$ cat src/rtl/rv_ctrl_pkg.sv
// Shared control encodings for the multicycle RISC-V core: opcodes, FSM states and datapath selects.
// Used by multicycle_control_fsm, imm_src_decoder and the existing ALU/main decoders.
package rv_ctrl_pkg;

    localparam logic [6:0] OP_LOAD   = 7'b0000011;
    localparam logic [6:0] OP_STORE  = 7'b0100011;
    localparam logic [6:0] OP_RTYPE  = 7'b0110011;
    localparam logic [6:0] OP_BRANCH = 7'b1100011;
    localparam logic [6:0] OP_ITYPE  = 7'b0010011;
    localparam logic [6:0] OP_JAL    = 7'b1101111;

    // Encodings are fixed regardless of which optional instructions are built in
    typedef enum logic [3:0] {
        S_FETCH    = 4'd0,
        S_DECODE   = 4'd1,
        S_MEMADR   = 4'd2,
        S_MEMREAD  = 4'd3,
        S_MEMWB    = 4'd4,
        S_MEMWRITE = 4'd5,
        S_EXECUTER = 4'd6,
        S_ALUWB    = 4'd7,
        S_EXECUTEI = 4'd8,
        S_JAL      = 4'd9,
        S_BEQ      = 4'd10
    } state_t;

    localparam logic [1:0] RES_ALUOUT    = 2'b00;
    localparam logic [1:0] RES_MEMDATA   = 2'b01;
    localparam logic [1:0] RES_ALURESULT = 2'b10;

    localparam logic [1:0] SRCA_PC    = 2'b00;
    localparam logic [1:0] SRCA_OLDPC = 2'b01;
    localparam logic [1:0] SRCA_RD1   = 2'b10;

    localparam logic [1:0] SRCB_RD2  = 2'b00;
    localparam logic [1:0] SRCB_IMM  = 2'b01;
    localparam logic [1:0] SRCB_FOUR = 2'b10;

    localparam logic [1:0] IMM_I = 2'b00;
    localparam logic [1:0] IMM_S = 2'b01;
    localparam logic [1:0] IMM_B = 2'b10;
    localparam logic [1:0] IMM_J = 2'b11;

    localparam logic [1:0] ALUOP_ADD   = 2'b00;
    localparam logic [1:0] ALUOP_SUB   = 2'b01;
    localparam logic [1:0] ALUOP_FUNCT = 2'b10;

endpackage

$ cat src/rtl/imm_src_decoder.sv
// Immediate format select from the opcode; purely combinational, valid in every FSM state.
module imm_src_decoder
    import rv_ctrl_pkg::*;
(
    input  logic [6:0] op,
    output logic [1:0] imm_src
);

    always_comb begin
        imm_src = IMM_I;
        case (op)
            OP_STORE:  imm_src = IMM_S;
            OP_BRANCH: imm_src = IMM_B;
            OP_JAL:    imm_src = IMM_J;
            default:   imm_src = IMM_I;
        endcase
    end

endmodule

$ cat src/rtl/multicycle_control_fsm.sv
// Multicycle control sequencer: FETCH/DECODE/EXECUTE/MEM/WB over a shared ALU and unified memory.
// Optional I-type ALU and JAL support when MULTICYCLE_ITYPE_JAL_EN is defined.
module multicycle_control_fsm
    import rv_ctrl_pkg::*;
(
    input  logic       clk,
    input  logic       rst_n,
    input  logic [6:0] op,
    input  logic       zero,
    input  logic       mem_ready,
    output logic       pc_write,
    output logic       adr_src,
    output logic       mem_write,
    output logic       ir_write,
    output logic [1:0] result_src,
    output logic [1:0] alu_src_a,
    output logic [1:0] alu_src_b,
    output logic [1:0] imm_src,
    output logic [1:0] alu_op,
    output logic       reg_write,
    output logic       illegal_op,
    output logic [3:0] state_dbg
);

    state_t state;
    state_t decode_next;
    logic   pc_update, branch, ir_en, mem_wr_en, reg_wr_en, illegal;

    always_comb begin
        decode_next = S_FETCH;
        case (op)
            OP_LOAD, OP_STORE: decode_next = S_MEMADR;
            OP_RTYPE:          decode_next = S_EXECUTER;
            OP_BRANCH:         decode_next = S_BEQ;
`ifdef MULTICYCLE_ITYPE_JAL_EN
            OP_ITYPE:          decode_next = S_EXECUTEI;
            OP_JAL:            decode_next = S_JAL;
`endif
            default:           decode_next = S_FETCH;
        endcase
    end

    always_ff @(posedge clk or negedge rst_n) begin
        if (!rst_n) begin
            state <= S_FETCH;
        end else begin
            case (state)
                S_FETCH:    if (mem_ready) state <= S_DECODE;
                S_DECODE:   state <= decode_next;
                S_MEMADR:   state <= (op == OP_LOAD) ? S_MEMREAD : S_MEMWRITE;
                S_MEMREAD:  if (mem_ready) state <= S_MEMWB;
                S_MEMWB:    state <= S_FETCH;
                S_MEMWRITE: if (mem_ready) state <= S_FETCH;
                S_EXECUTER: state <= S_ALUWB;
                S_EXECUTEI: state <= S_ALUWB;
                S_JAL:      state <= S_ALUWB;
                S_ALUWB:    state <= S_FETCH;
                S_BEQ:      state <= S_FETCH;
                default:    state <= S_FETCH;
            endcase
        end
    end

    // Outputs decode the registered state combinationally: pc_write follows zero and
    // the memory-state enables follow mem_ready within the same cycle.
    always_comb begin
        adr_src    = 1'b0;
        result_src = RES_ALUOUT;
        alu_src_a  = SRCA_PC;
        alu_src_b  = SRCB_RD2;
        alu_op     = ALUOP_ADD;
        pc_update  = 1'b0;
        branch     = 1'b0;
        ir_en      = 1'b0;
        mem_wr_en  = 1'b0;
        reg_wr_en  = 1'b0;
        illegal    = 1'b0;
        case (state)
            S_FETCH: begin
                alu_src_b  = SRCB_FOUR;
                result_src = RES_ALURESULT;
                ir_en      = mem_ready;
                pc_update  = mem_ready;
            end
            S_DECODE: begin
                alu_src_a = SRCA_OLDPC;
                alu_src_b = SRCB_IMM;
                illegal   = (decode_next == S_FETCH);
            end
            S_MEMADR: begin
                alu_src_a = SRCA_RD1;
                alu_src_b = SRCB_IMM;
            end
            S_MEMREAD: adr_src = 1'b1;
            S_MEMWB: begin
                result_src = RES_MEMDATA;
                reg_wr_en  = 1'b1;
            end
            S_MEMWRITE: begin
                adr_src   = 1'b1;
                mem_wr_en = mem_ready;
            end
            S_EXECUTER: begin
                alu_src_a = SRCA_RD1;
                alu_op    = ALUOP_FUNCT;
            end
            S_EXECUTEI: begin
                alu_src_a = SRCA_RD1;
                alu_src_b = SRCB_IMM;
                alu_op    = ALUOP_FUNCT;
            end
            S_JAL: begin
                alu_src_a = SRCA_OLDPC;
                alu_src_b = SRCB_FOUR;
                pc_update = 1'b1;
            end
            S_ALUWB: reg_wr_en = 1'b1;
            S_BEQ: begin
                alu_src_a = SRCA_RD1;
                alu_op    = ALUOP_SUB;
                branch    = 1'b1;
            end
            default: ;
        endcase
    end

    // State is already FETCH during reset; gating keeps FETCH's mem_ready-driven enables quiet too
    assign pc_write   = rst_n & (pc_update | (branch & zero));
    assign ir_write   = rst_n & ir_en;
    assign mem_write  = rst_n & mem_wr_en;
    assign reg_write  = rst_n & reg_wr_en;
    assign illegal_op = rst_n & illegal;
    assign state_dbg  = state;

    imm_src_decoder u_imm_src_decoder (
        .op      (op),
        .imm_src (imm_src)
    );

endmodule

$ cat config.mk
export PLATFORM = sky130hd
export DESIGN_NAME = multicycle_control_fsm
export DESIGN_NICKNAME = d
export VERILOG_FILES = /design/src/rtl/rv_ctrl_pkg.sv /design/src/rtl/imm_src_decoder.sv /design/src/rtl/multicycle_control_fsm.sv
export SDC_FILE = /design/constraint.sdc
export NUM_CORES = 1
export LEC_CHECK = 0
export ABC_AREA = 1
export ABC_CLOCK_PERIOD_IN_PS = 1300
export CAP_MARGIN = 20
export CORE_ASPECT_RATIO = 1.1
export CORE_UTILIZATION = 37
export DETAILED_ROUTE_END_ITERATION = 10
export PLACE_DENSITY = 0.86
export SKIP_LAST_GASP = 1
export SYNTH_ARGS = -nofsm -noshare
export SYNTH_HDL_FRONTEND = slang
export SYNTH_HIERARCHICAL = 1
export SYNTH_SLANG_ARGS = --single-unit
$ cat constraint.sdc
create_clock -name clk -period 1.3 [get_ports clk]
set_clock_uncertainty 0.05 [all_clocks]
set_input_delay 0.26 -clock clk [delete_from_list [all_inputs] [get_ports clk]]
set_output_delay 0.26 -clock clk [all_outputs]
set_load 0.05 [all_outputs]
==> results.sh, run 1 <==
export IMPL_outcome="aborted with a tool error"
export IMPL_last_stage_reached="detailed placement (3_5_place_dp)"
export IMPL_first_err="[ERROR DPL-0038] Utilization greater than 100%, impossible to legalize"
export IMPL_portBuffers=30
export IMPL_ys_seq_area_frac=0.177
export IMPL_post_synthesis_cell_area_sq_um=566
export IMPL_synth_nets=116
export IMPL_post_synth_num_cell_types=17
export IMPL_ys_seq_elements=4
export IMPL_num_rows=14
export IMPL_synth_cells=105
export IMPL_yosys_warnings=6
export IMPL_floorplan_initialDensity=0.404
export IMPL_synth_area_per_cell_sq_um=5.39
export IMPL_top_level_ports=31
export IMPL_die_width_microns=39.3
export IMPL_place_congestion=0.906
export IMPL_die_h_microns=43.0
[cells in the mapped netlist]
library cell	count	area [sq um]
o21ai_1	1	5.00
nor2_1	15	56.3
nand2_4	1	11.3
nand2_2	5	31.3
nand3_2	1	10.0
inv_2	4	15.0
nor2_4	3	33.8
nor2_2	4	25.0
inv_1	18	67.6
nand2_1	33	124
o211ai_1	1	7.51
dfrtp_1	4	100
nor4_1	1	6.26
a31oi_1	1	6.26
nand3_1	9	45.0
nor3_1	3	15.0
nand4_1	1	6.26
[logic make-up after synthesis]
kind of cell    Yosys count  share of synthesized area
simple gates             76                      0.644
compound gates            3                     0.0332
buf+inv                  22                      0.146
flops                     4                      0.177
[through the flow]
step	cells	worst slack [ns]	setup TNS (ns)	cell area (sq um)	hold WS (ns)
after floorplan	105	-0.580	-4.48	731	-0.0856
after global placement	183	-0.507	-4.60	1490	0.499
==> inputs of run 2 (changes only) <==
--- a/config.mk
+++ b/config.mk
@@ -8,10 +8,10 @@
 export ABC_AREA = 1
 export ABC_CLOCK_PERIOD_IN_PS = 1300
 export CAP_MARGIN = 20
-export CORE_ASPECT_RATIO = 1.1
-export CORE_UTILIZATION = 37
+export CORE_AREA = 2 2 63 65
 export DETAILED_ROUTE_END_ITERATION = 10
-export PLACE_DENSITY = 0.86
+export DIE_AREA = 0 0 65 67
+export PLACE_DENSITY_LB_ADDON = 0.15
 export SKIP_LAST_GASP = 1
 export SYNTH_ARGS = -nofsm -noshare
 export SYNTH_HDL_FRONTEND = slang
==> run 2 against run 1 <==
  * Synthesized area unchanged
  * The flow now finishes, with violations (setup timing)
  * Synthesized cell count is the same
==> results.sh, run 2 <==
export IMPL_outcome="finished with violations"
export IMPL_failed_checks="setup timing"
export IMPL_yosys_warnings=6
export IMPL_cts_tree="yes"
export IMPL_grt_first_pass_wirelength_microns=3890
export IMPL_grt_util_all_layers=0.115
export IMPL_timing_hold_violations_final=0
export IMPL_grt_pass1_vias=913
export IMPL_die_h_microns=67
export IMPL_portBuffers=30
export IMPL_synthDominantCellAreaShare=0.219
export IMPL_setup_violations=21
export IMPL_timing_max_transition_violations_final=0
export IMPL_timing_max_cap_violations=0
export IMPL_largest_register_ffs=4
export IMPL_antenna_found_initial=0
export IMPL_setup_tns_ns=-5.97
export IMPL_area_growth_syn_to_layout_pct=213
export IMPL_reg2reg_setup_slack_ns=-0.20
export IMPL_die_width_microns=65
export IMPL_place_area_sq_um=1540
export IMPL_synth_area_leaders="nand2_1 22%, dfrtp_1 18%, inv_1 12%, nor2_1 10%, nand3_1 8.0%"
export IMPL_setup_repair_after_global_routing_missed_its_margin="yes"
export IMPL_layout_cell_area_non_filler_sq_um=1770
export IMPL_die_area_sq_um=4360
export IMPL_worstSetupStartpointType="register"
export IMPL_synth_most_common_cell="nand2_1"
export IMPL_cts_made_buffers=3
export IMPL_finalNetCount=194
export IMPL_route_antenna_remaining_nets=0
export IMPL_criticalPathCategory="reg2out"
export IMPL_synth_edff_count=0
export IMPL_avgViaCountPerCell=3.98
export IMPL_top_level_ports=31
export IMPL_worst_path_max_fanout=5
export IMPL_n_antenna_cell=0
export IMPL_fmaxAchievable_mhz=567
export IMPL_floorplan_initialDensity=0.157
export IMPL_max_slew_worst_pin_slew_ns=0.301
export IMPL_cp_data_arrival_time_ns=1.46
export IMPL_totalPowerFinal_uw=2440
export IMPL_num_rows=22
export IMPL_synth_cells_most_frequent="33 x nand2_1, 18 x inv_1, 15 x nor2_1, 9 x nand3_1, 5 x nand2_2"
export IMPL_drt_pass1_iterations=4
export IMPL_clock_root_buffer="clkbuf_8"
export IMPL_wire_per_inst_microns=10.1
export IMPL_postSynth_topFlopCell="dfrtp_1"
export IMPL_grt_remaining_overflow=0
export IMPL_most_crowded_layer_gr="met2"
export IMPL_synth_adder_area_share=0
export IMPL_layout_cells_most_common="buf_4"
export IMPL_synth_compound_gate_area_share=0.0332
export IMPL_clock_transition_at_the_registers_of_the_reported_paths_ns=0.03
export IMPL_yosys_mux_area_fraction=0
export IMPL_use_met1=0.131
export IMPL_core_sq_um=3610
export IMPL_timing_hold_worst_class="in2async"
export IMPL_instances_no_fill=229
export IMPL_critical_path_reg2reg_startpoint="state_dbg[1]"
export IMPL_final_period_utilization=1.36
export IMPL_ys_seq_elements=4
export IMPL_ys_seq_area_frac=0.177
export IMPL_drt_drc_violations_left=0
export IMPL_post_synth_xor_area_fraction=0
export IMPL_synth_top_family_by_area="simple AND/OR/NAND/NOR gates"
export IMPL_relSlewSlack=0.798
export IMPL_maximum_number_of_pins_on_one_net_before_global_route_repair=7
export IMPL_clock_sink_count=4
export IMPL_synthArstFlopShare=1.00
export IMPL_clk_path_buf_depth=2
export IMPL_htree_levels=1
export IMPL_gr_usage_met3=0.0135
export IMPL_detailedPlacementHpwl_microns=1790
export IMPL_crit_required_ns=0.99
export IMPL_clock_latency_ns=0.21
export IMPL_wirelength_microns=2310
export IMPL_synth_nets=116
export IMPL_reg2reg_to="state_dbg[2]"
export IMPL_timing_final_ws_setup_ns=-0.465
export IMPL_place_congestion=0.759
export IMPL_synthSimpleGateAreaFrac=0.644
export IMPL_irDropWorstVdd_mv=0.707
export IMPL_placed_instances=215
export IMPL_synth_area_per_cell_sq_um=5.39
export IMPL_post_synthesis_cell_area_sq_um=566
export IMPL_powerDensity_nw_per_um2=1380
export IMPL_fin_crit_period_ns=1.77
export IMPL_post_synth_num_cell_types=17
export IMPL_grt_util_met2=0.216
export IMPL_layout_drive_gt1_share=0.735
export IMPL_layout_cells_most_common_list="31 x buf_4, 21 x buf_12, 19 x nand2_1"
export IMPL_rr_worst_depth=11
export IMPL_num_vias=911
export IMPL_timing_critical_path_to_type="output port"
export IMPL_drtIter0Drc=15
export IMPL_synth_area_leader_cell="nand2_1"
export IMPL_synth_cells=105
export IMPL_dp_slack_ns=-0.569
export IMPL_power_leakage_uw=0.000818
run 2: cell counts after synthesis:
Identical to the previous run, type by type.
run 2: where the power goes:
part | internal (uW) | switching [uW] | leakage (uW)
Clock | 197 | 56.8 | 0.0000216
Sequential | 161 | 76.4 | 0.0000470
Combinational | 937 | 1010 | 0.000750
Total | 1290 | 1150 | 0.000818
run 2: what timing repair did:
item	in CTS	in global routing
hold endpoints to repair	0	0
pin swaps	20	12
buffers inserted	10	4
hold buffers	0	0
setup endpoints to repair	22	23
resized for setup	44	22
run 2: worst max-delay path by stage:
stage          slack, ns          to  cells past startpoint          from
2_1_floorplan      -0.58    pc_write                      6  state_dbg[3]
3_3_place_gp       -0.53  illegal_op                      8         op[4]
3_5_place_dp       -0.57  illegal_op                      8         op[3]
4_1_cts            -0.47  illegal_op                      6  state_dbg[2]
5_1_grt            -0.52  illegal_op                      6  state_dbg[2]
6_report           -0.47  illegal_op                      6  state_dbg[2]
run 2: layout make-up:
class	count	area (sq um)
flip-flops and latches	4	113
clock buffers	3	41.3
repair buffers	73	853
inverters	22	98.8
well taps	48	60.1
multi-input cells	79	602
fillers	340	1840
run 2: kinds of logic after synthesis:
logic type      Yosys count
buf+inv                  22
compound gates            3
flops                     4
simple gates             76
run 2: through the flow:
stage                     hold WS (ns)   util
final                            0.311  0.490
after global routing             0.316  0.490
after CTS                        0.314  0.469
after detailed placement         0.514  0.428
after global placement           0.504  0.428
after floorplan                -0.0856      -
run 2: per-layer routing:
layer,part of all wire,routed length [microns],vias to the layer above
met1,0.40,931,424
met4,0.0082,19,0
li1,-,-,469
met5,0,0,-
met2,0.56,1300,16
met3,0.025,58,2
run 2: critical path, cell delays in order (launching register included):
cell and delay [ns]:
dfrtp_4 0.51, nor2_4 0.18, inv_2 0.06, nor2_4 0.12, inv_4 0.07, nor3_4 0.15, buf_12 0.16
No activity file was read; power rests on OpenSTA's default activity.
==> inputs of run 3 (changes only) <==
--- a/config.mk
+++ b/config.mk
@@ -11,6 +11,7 @@
 export CORE_AREA = 2 2 63 65
 export DETAILED_ROUTE_END_ITERATION = 10
 export DIE_AREA = 0 0 65 67
+export HOLD_SLACK_MARGIN = 0.12
 export PLACE_DENSITY_LB_ADDON = 0.15
 export SKIP_LAST_GASP = 1
 export SYNTH_ARGS = -nofsm -noshare
==> results of run 3 <==
Same layout as run 2: the final DEF is identical, and so are final timing and power.
==> inputs of run 4 (changes only) <==
--- a/config.mk
+++ b/config.mk
@@ -16,5 +16,4 @@
 export SKIP_LAST_GASP = 1
 export SYNTH_ARGS = -nofsm -noshare
 export SYNTH_HDL_FRONTEND = slang
-export SYNTH_HIERARCHICAL = 1
 export SYNTH_SLANG_ARGS = --single-unit
==> run 4 against run 3 <==
  * Global-route usage up 0.095 points
  * Non-clock buffer count up 6
  * Sequential share of layout area down 0.12 points
  * Register-to-register slack got worse by 0.10 ns
  * Critical endpoint is now pc_write
  * The flow still finishes with violations (setup timing)
  * Largest power group unchanged
  * Utilization is 0.97 points higher
  * Combinational power increased by 13%
==> results.sh, run 4 <==
export IMPL_place_area_sq_um=1470
export IMPL_criticalPathCategory="reg2out"
export IMPL_die_width_microns=65
export IMPL_dp_slack_ns=-0.536
export IMPL_grt_pass1_vias=906
export IMPL_antenna_found_initial=0
export IMPL_clock_root_buffer="clkbuf_8"
export IMPL_cpMostUsedCell="nand2_4"
export IMPL_powerDensity_nw_per_um2=1490
export IMPL_grt_first_pass_wirelength_microns=3840
export IMPL_num_rows=22
export IMPL_critical_path_reg2reg_startpoint="state_dbg[2]"
export IMPL_crit_required_ns=0.99
export IMPL_synth_most_common_cell="nand2_1"
export IMPL_critical_path_max_stage_delay_ns=0.49
export IMPL_hold_ws_ns=0.298
export IMPL_ys_seq_elements=4
export IMPL_drt_pass1_iterations=2
export IMPL_htree_levels=1
export IMPL_timing_critical_path_buf_inv=3
export IMPL_die_area_sq_um=4360
export IMPL_wire_per_inst_microns=10.7
export IMPL_fin_crit_period_ns=1.84
export IMPL_rr_worst_depth=10
export IMPL_fmaxAchievable_mhz=543
export IMPL_outcome="finished with violations"
export IMPL_synth_nets=100
export IMPL_core_sq_um=3610
export IMPL_timing_critical_path_to_type="output port"
export IMPL_detailedPlacementHpwl_microns=1840
export IMPL_placed_instances=200
export IMPL_timing_critical_path_max_delay_family="flip-flops"
export IMPL_worst_path_max_fanout=4
export IMPL_cts_tree="yes"
export IMPL_timing_max_cap_violations=0
export IMPL_clk_path_buf_depth=2
export IMPL_drt_met1_wl_microns=830
export IMPL_top_level_ports=31
export IMPL_layout_drive_gt1_share=0.825
export IMPL_floorplan_initialDensity=0.135
export IMPL_drt_drc_violations_left=0
export IMPL_layout_cell_area_non_filler_sq_um=1800
export IMPL_grt_util_all_layers=0.115
export IMPL_power_leakage_uw=0.000821
export IMPL_synthDominantCellAreaShare=0.216
export IMPL_grt_remaining_overflow=0
export IMPL_timing_hold_violations_final=0
export IMPL_max_slew_worst_pin_slew_ns=0.319
export IMPL_relSlewSlack=0.787
export IMPL_critical_path_cell_chain="buf_6, nor2_4, nand2_4, clkinvlp_4, nand2_4, a31oi_4, buf_12"
export IMPL_post_synthesis_cell_area_sq_um=485
export IMPL_synthArstFlopShare=1.00
export IMPL_num_vias=882
export IMPL_timing_final_ws_setup_ns=-0.543
export IMPL_timing_critical_path_slowest_stage_cell="dfrtp_4"
export IMPL_worstSetupStartpointType="register"
export IMPL_ys_seq_area_frac=0.206
export IMPL_topRoutingLayerUsed="met4"
export IMPL_route_antenna_remaining_nets=0
export IMPL_area_growth_syn_to_layout_pct=271
export IMPL_synth_cells_most_frequent="28 x nand2_1, 15 x inv_1, 13 x nor2_1, 5 x nand3_1, 5 x nor3_1"
export IMPL_synth_area_per_cell_sq_um=5.45
export IMPL_setup_violations=23
export IMPL_reg2reg_setup_slack_ns=-0.30
export IMPL_met3_layer_wire_length_in_the_routed_design_microns=117
export IMPL_layout_cells_most_common="buf_4"
export IMPL_timing_hold_worst_class="in2async"
export IMPL_post_synth_num_cell_types=18
export IMPL_die_h_microns=67
export IMPL_clock_sink_count=4
export IMPL_cts_made_buffers=3
export IMPL_instances_no_fill=219
export IMPL_portBuffers=30
export IMPL_final_period_utilization=1.42
export IMPL_critical_path_cell_count=7
export IMPL_timing_max_transition_violations_final=0
export IMPL_postSynth_topFlopCell="dfrtp_1"
export IMPL_synth_cells=89
export IMPL_drtIter0Drc=17
export IMPL_finalNetCount=184
export IMPL_place_congestion=0.747
export IMPL_layout_cells_most_common_list="37 x buf_4, 20 x buf_12, 17 x buf_6"
export IMPL_clock_latency_ns=0.22
export IMPL_synth_area_leaders="nand2_1 22%, dfrtp_1 21%, inv_1 12%, nor2_1 10%, nand3_1 5.2%"
export IMPL_largest_register_ffs=4
export IMPL_irDropWorstVdd_mv=0.582
export IMPL_cp_data_arrival_time_ns=1.53
export IMPL_synth_area_leader_cell="nand2_1"
export IMPL_maximum_number_of_pins_on_one_net_before_global_route_repair=6
export IMPL_reg2reg_to="state_dbg[1]"
export IMPL_routed_wl_met2_microns=1340
export IMPL_setup_repair_after_global_routing_missed_its_margin="yes"
export IMPL_yosys_warnings=0
export IMPL_wirelength_microns=2340
export IMPL_failed_checks="setup timing"
export IMPL_n_antenna_cell=0
export IMPL_avgViaCountPerCell=4.03
export IMPL_synth_edff_count=0
export IMPL_clock_transition_at_the_registers_of_the_reported_paths_ns=0.03
==> run 4: layout make-up <==
| cell class | instances | area [sq um] |
|---|---|---|
| Clock buffer | 3 | 41.3 |
| Fill cell | 326 | 1800 |
| Inverter | 18 | 81.3 |
| Multi-Input combinational cell | 67 | 592 |
| Sequential cell | 4 | 113 |
| Tap cell | 48 | 60.1 |
| Timing Repair Buffer | 79 | 916 |
==> run 4: through the flow <==
step                      TNS, ns  utilization  power, uW
after floorplan             -4.95            -       1120
after global placement      -5.92        0.406       2050
after detailed placement    -6.26        0.406       2050
after CTS                   -6.85        0.476       2580
after global routing        -8.97        0.500       2810
final                       -7.77        0.500       2680
==> run 4: worst max path at each step <==
stage | start | endpoint
after floorplan | state_dbg[0] | pc_write
after global placement | op[6] | illegal_op
after detailed placement | op[6] | illegal_op
after CTS | state_dbg[1] | pc_write
after global routing | state_dbg[1] | pc_write
final | state_dbg[1] | pc_write
==> run 4: logic make-up (layout without fill, tap and decap cells) <==
| family | Yosys count | after routing | share of synthesized area |
|---|---|---|---|
| and+or+nand+nor | 60 | 60 | 0.562 |
| buffers and inverters | 18 | 100 | 0.142 |
| DFF | 4 | 4 | 0.206 |
| AOI/OAI and AO/OA | 7 | 7 | 0.0902 |
==> run 4: per-layer routing <==
layer  GRT usage  vias to the layer above
met4      0.0638                        0
met3      0.0236                        7
met1       0.113                      401
met2       0.224                       27
met5           0                        -
li1            -                      447
==> run 4: what timing repair did <==
item                                    CTS  global route
resized for setup                        68            14
hold buffers                              0             0
buffers inserted                         12             8
endpoints found under the setup margin   23            24
pin swaps                                20            13
==> run 4: where the power goes <==
part           switching (uW)  internal (uW)  total [uW]  leakage [uW]
sequential               53.0            163         216     0.0000470
combinational            1130           1070        2200      0.000752
clock                    65.2            197         263     0.0000216
total                    1250           1430        2680      0.000821
